==> config.mk <==
export PLATFORM = sky130hd
export DESIGN_NAME = ddr_cmd_addr_demux
export DESIGN_NICKNAME = d
export VERILOG_FILES = /design/src/rtl/ddr_cmd_addr_demux.sv
export SDC_FILE = /design/constraint.sdc
export NUM_CORES = 1
export LEC_CHECK = 0
export ABC_CLOCK_PERIOD_IN_PS = 2100
export CAP_MARGIN = 40
export CORE_UTILIZATION = 40
export DETAILED_ROUTE_END_ITERATION = 8
export PLACE_DENSITY_LB_ADDON = 0.05
export SYNTH_ARGS = -nofsm -noshare
export SYNTH_HDL_FRONTEND = slang
export SYNTH_SLANG_ARGS = --single-unit
==> constraint.sdc <==
create_clock -name clk -period 2.1 [get_ports clk]
set_clock_uncertainty 0.1 [all_clocks]
set_input_delay 0.63 -clock clk [delete_from_list [all_inputs] [get_ports clk]]
set_output_delay 0.63 -clock clk [all_outputs]
set_load 0.01 [all_outputs]
==> src/rtl/ddr_cmd_addr_demux.sv <==
// ---------------------------------------------------------------------------
// ddr_cmd_addr_demux
// Memory-side DDR3 command/address monitor. Samples the command bus every
// clock, tracks the open row of each bank and rebuilds the full
// {bank,row,column} address for every READ/WRITE. Protocol violations are
// flagged on err/err_code.
//
// Optional feature macro: DDR_TRCD_CHECK_EN
//   When defined, a per-bank tRCD down-counter flags column commands issued
//   too soon after ACT. The access is still decoded.
//
// Ports:
//   clk, rst_n             clock, asynchronous active-low reset
//   cs_n/ras_n/cas_n/we_n  command strobes (active low)
//   ba, addr               bank address, multiplexed row/column address
//   acc_valid              1-cycle pulse, reconstructed access valid
//   acc_write/bank/row/col/ap  access payload (held while acc_valid=0)
//   err, err_code          1-cycle violation pulse; 1=ACT to open bank,
//                          2=column cmd to idle bank (or tRCD), 3=REF with
//                          a bank open
//   open_mask              bit b set while bank b is ACTIVE
// ---------------------------------------------------------------------------
module ddr_cmd_addr_demux #(
   parameter int ADDR_W = 12,
   parameter int BA_W   = 3,
   parameter int COL_W  = 10,
   parameter int TRCD   = 4
) (
   input  logic                 clk,
   input  logic                 rst_n,
   input  logic                 cs_n,
   input  logic                 ras_n,
   input  logic                 cas_n,
   input  logic                 we_n,
   input  logic [BA_W-1:0]      ba,
   input  logic [ADDR_W-1:0]    addr,
   output logic                 acc_valid,
   output logic                 acc_write,
   output logic [BA_W-1:0]      acc_bank,
   output logic [ADDR_W-1:0]    acc_row,
   output logic [COL_W-1:0]     acc_col,
   output logic                 acc_ap,
   output logic                 err,
   output logic [1:0]           err_code,
   output logic [2**BA_W-1:0]   open_mask
);

   localparam int NB = 2**BA_W;

   // addr[10] is the A10 flag, so the row bus must reach it and columns
   // must stay below it.
   if (ADDR_W < 11 || COL_W > 10 || COL_W < 1 || TRCD < 1) begin : g_bad_param
      $error("ddr_cmd_addr_demux: illegal parameter combination");
   end

   typedef enum logic {ST_IDLE = 1'b0, ST_ACTIVE = 1'b1} bank_st_t;

   bank_st_t          r_st  [NB];
   logic [ADDR_W-1:0] r_row [NB];

   logic w_bank_open;
   logic w_any_open;

   always_comb begin
      open_mask = '0;
      for (int b = 0; b < NB; b++) open_mask[b] = (r_st[b] == ST_ACTIVE);
   end

   assign w_bank_open = (r_st[ba] == ST_ACTIVE);
   assign w_any_open  = |open_mask;

`ifdef DDR_TRCD_CHECK_EN
   localparam int CW = (TRCD > 2) ? $clog2(TRCD) : 1;
   logic [CW-1:0] r_trcd [NB];
   logic          w_trcd_busy;
   assign w_trcd_busy = (r_trcd[ba] != '0);
`endif

   always_ff @(posedge clk or negedge rst_n) begin
      if (!rst_n) begin
         for (int b = 0; b < NB; b++) begin
            r_st[b]  <= ST_IDLE;
            r_row[b] <= '0;
`ifdef DDR_TRCD_CHECK_EN
            r_trcd[b] <= '0;
`endif
         end
         acc_valid <= 1'b0;
         acc_write <= 1'b0;
         acc_bank  <= '0;
         acc_row   <= '0;
         acc_col   <= '0;
         acc_ap    <= 1'b0;
         err       <= 1'b0;
         err_code  <= 2'd0;
      end else begin
         acc_valid <= 1'b0;
         err       <= 1'b0;
         err_code  <= 2'd0;
`ifdef DDR_TRCD_CHECK_EN
         for (int b = 0; b < NB; b++)
            if (r_trcd[b] != '0) r_trcd[b] <= r_trcd[b] - 1'b1;
`endif
         if (!cs_n) begin
            case ({ras_n, cas_n, we_n})
               3'b011: begin                          // ACT
                  if (w_bank_open) begin
                     err      <= 1'b1;
                     err_code <= 2'd1;
                  end else begin
                     r_st[ba]  <= ST_ACTIVE;
                     r_row[ba] <= addr;
`ifdef DDR_TRCD_CHECK_EN
                     // Load overrides the decrement above for this bank.
                     r_trcd[ba] <= CW'(TRCD - 1);
`endif
                  end
               end
               3'b101, 3'b100: begin                  // READ / WRITE
                  if (w_bank_open) begin
                     acc_valid <= 1'b1;
                     acc_write <= ~we_n;
                     acc_bank  <= ba;
                     acc_row   <= r_row[ba];
                     acc_col   <= addr[COL_W-1:0];
                     acc_ap    <= addr[10];
                     if (addr[10]) r_st[ba] <= ST_IDLE;
`ifdef DDR_TRCD_CHECK_EN
                     if (w_trcd_busy) begin
                        err      <= 1'b1;
                        err_code <= 2'd2;
                     end
`endif
                  end else begin
                     err      <= 1'b1;
                     err_code <= 2'd2;
                  end
               end
               3'b010: begin                          // PRE / PRE-all
                  if (addr[10]) begin
                     for (int b = 0; b < NB; b++) r_st[b] <= ST_IDLE;
                  end else begin
                     r_st[ba] <= ST_IDLE;
                  end
               end
               3'b001: begin                          // REF
                  if (w_any_open) begin
                     err      <= 1'b1;
                     err_code <= 2'd3;
                  end
               end
               default: ;                             // NOP, MRS, ZQ
            endcase
         end
      end
   end

endmodule

==> results.cfg <==
[outcome]
status = finished with violations
violations = negative setup slack

[drt]
drtIter0Drc = 309
drt_wl_total_um = 18100
drc = 0
vias = 4584
post_drt_wl_per_cell_um = 21.8
dr.pass1.iters = 4
antenna_left = 0
vias_per_cell = 5.52

[timing]
post-route-period-util_pct = 109
period_minus_slack_ns = 2.29
tns_ns = -13.62
fin_ws_ns = -0.193
slew_headroom_pct = 68.0
rsz0062_at_grt = yes
max_freq_mhz = 436
hold_viol_final = 0
slew_viol_final = 0
setup_viol = 114
worst_pin_slew_ns = 0.481

[setup_path]
timing.rr.start = open_mask[5]
crit_arrival_ns = 2.49
worstReg2RegEnd = r_row[45]
worst_r2r_path_depth = 8
worstSetupPathType = flop to flop
r2r_slack_ns = -0.19
start_kind = flop
worst_setup_path_end_kind = flop
required_ns = 2.30
critPathMaxFanout = 7

[finish]
post-route-cell-area_um2 = 9090
area_delta_synth_final_pct = 46.7
n_antenna_cell = 0
multi_input_area_um2 = 3170
drive_above_1_share_pct = 46.3
n_fill_cell = 1204
regArea_um2 = 3380
final_nets = 651
finalNonFillerCells = 830

[yosys]
synth_top_area_share_pct = 54.5
yosysSeqAreaShare_pct = 54.5
synth_cell_type_count = 45
synth_fa_ha_area_share_pct = 0.202
synth_xor_area_share_pct = 0
yosys.area_share.simple_pct = 7.45
netlist_top_cells_count = dfrtp_1, mux2_2, nand2_1
syn_nets = 505
ys_warn_count = 0
syn_area_um2 = 6200
synth.avg_cell_area_um2 = 12.8
synth_compound_area_share_pct = 10.1
synthMuxAreaShare_pct = 25.0
syn_inst = 483
async_reset_ff_share_pct = 100
synthTopCellsByArea = dfrtp_1, mux2_2, mux2i_1, a221oi_1, o21ai_0
synth_flop_cell = dfrtp_1
yosysMostFrequentCell = dfrtp_1
synth_edf_count = 0
synth_top_cell_by_area = dfrtp_1
synth_top_family_by_area = multiplexers
ys_seq_elements = 135

[clocking]
cts_tree = built
clockBufferDepth = 2
htree_levels = 4
numCtsBuffers = 17
insertion_delay_ns = 0.42
root_buffer = clkbuf_16
clk_pin_slew_worst_paths_ns = 0.06
numClockSinks = 135

[placement]
io_buffer_count = 59
place_congestion = 0.859
placedCellCount = 774
dp_hpwl_um = 11100
dpl_cell_area_um2 = 7790

[global_routing]
overflow = 0
grt_antenna_before_repair = 0
grt_usage_pct = 23.7
grt_pass1_wl_um = 28000
grt_max_degree = 54
grt_pass1_vias = 4866

[power]
vdd.ir_drop.worst_uv = 725
p_leak_nw = 4.24
powerDensity_nw_per_um2 = 991

[min_path]
hp-class = flop to flop
worstHoldStart = acc_row[11]
whs_endpoint = acc_row[11]
hold_depth = 2

[floorplanning]
std_cell_rows = 45
die_y_um = 126
die_x_um = 126
start_util_pct = 40.9
core_um2 = 15100
dieArea_um2 = 16000
pin_count = 60

[run]
maxCapViolCount = 0
## worst max path at each step
stage	cells after the start	from	slack, ns	endpoint
floorplan	7	ba[2]	-0.43	r_row[72]
global placement	7	ba[1]	-0.90	r_row[45]
detailed placement	7	ba[1]	-0.95	r_row[39]
CTS	7	open_mask[3]	-0.20	r_row[45]
global route	8	open_mask[3]	-0.24	r_row[46]
finish	8	open_mask[5]	-0.19	r_row[45]
## layout by cell type, fill, tap and decap left out, types with 5 or more instances in the layout
cell type | Yosys | routed
a22o_1 | 5 | 5
dlygate4sd2_1 | 0 | 10
dfrtp_1 | 135 | 135
clkbuf_16 | 0 | 18
a221oi_1 | 12 | 8
mux2i_1 | 12 | 12
o21ai_0 | 19 | 5
mux2_2 | 123 | 45
a21oi_1 | 15 | 15
nand3_1 | 6 | 5
a22oi_1 | 9 | 9
nand2_1 | 23 | 22
mux2_4 | 0 | 78
nor2b_1 | 11 | 8
buf_12 | 0 | 17
clkdlybuf4s50_1 | 0 | 43
nor2_1 | 19 | 18
o21ai_1 | 0 | 14
buf_6 | 0 | 20
buf_4 | 8 | 59
## cells by family after synthesis
kind of cell / Yosys count
buffers and inverters: 36
and+or+nand+nor: 86
adders and majority gates: 1
AOI/OAI and AO/OA: 88
muxes: 137
DFF: 135
## cell type report
| cell class | count | area share, % |
|---|---|---|
| clock buffers | 21 | 4.95 |
| flip-flops and latches | 135 | 37.1 |
| repair buffers | 159 | 18.4 |
| well taps | 188 | 2.59 |
| clock inverters | 11 | 1.90 |
| multi-input cells | 312 | 34.9 |
| inverters | 4 | 0.193 |
## state kept, by name, summed over array words and instances (netlist names), 2 cells and up
register   cells
acc_bank       3
acc_col       10
acc_row       12
err_code       2
open_mask      8
r_row         96
## worst max-delay path, stage by stage (launching register included)
cell and delay [ns]:
dfrtp_1 0.39, mux2_4 0.28, a22o_4 0.27, nor3_4 0.22
buf_6 0.15, buf_6 0.10, and3_4 0.22, buf_12 0.15
mux2_4 0.30
## metal layers
metal  routed length, µm  share of wire [%]  global-route usage, %
met4                 533                3.0                   10.3
met3                 566                3.1                   4.60
met2                8640                 48                   37.9
met1                8320                 46                   31.4
met5                   0                  0                      0
## metrics by stage
stage	utilization [%]	setup WS, ns	power, mW	hold WS [ns]
2_1_floorplan	-	-0.433	4.50	0.234
3_3_place_gp	51.4	-0.897	5.58	0.370
3_5_place_dp	51.4	-0.946	5.62	0.377
4_1_cts	58.4	-0.205	8.90	0.389
5_1_grt	60.0	-0.241	9.43	0.414
6_report	60.0	-0.193	9.01	0.383
## timing repair
item | 4_1_cts | 5_1_grt
setup buffers | 12 | 9
cloned | 4 | 2
hold buffers | 1 | 0
pin swaps | 5 | 2
hold endpoints to repair | 20 | 0
setup endpoints to repair | 144 | 136
gates resized for setup | 73 | 57
## power breakdown
group          switching [mW]  internal (mW)
clock network            1.13           2.02
logic                   0.956           1.47
registers               0.293           3.14
total                    2.38           6.63
Power figures use the tool's default switching activity.
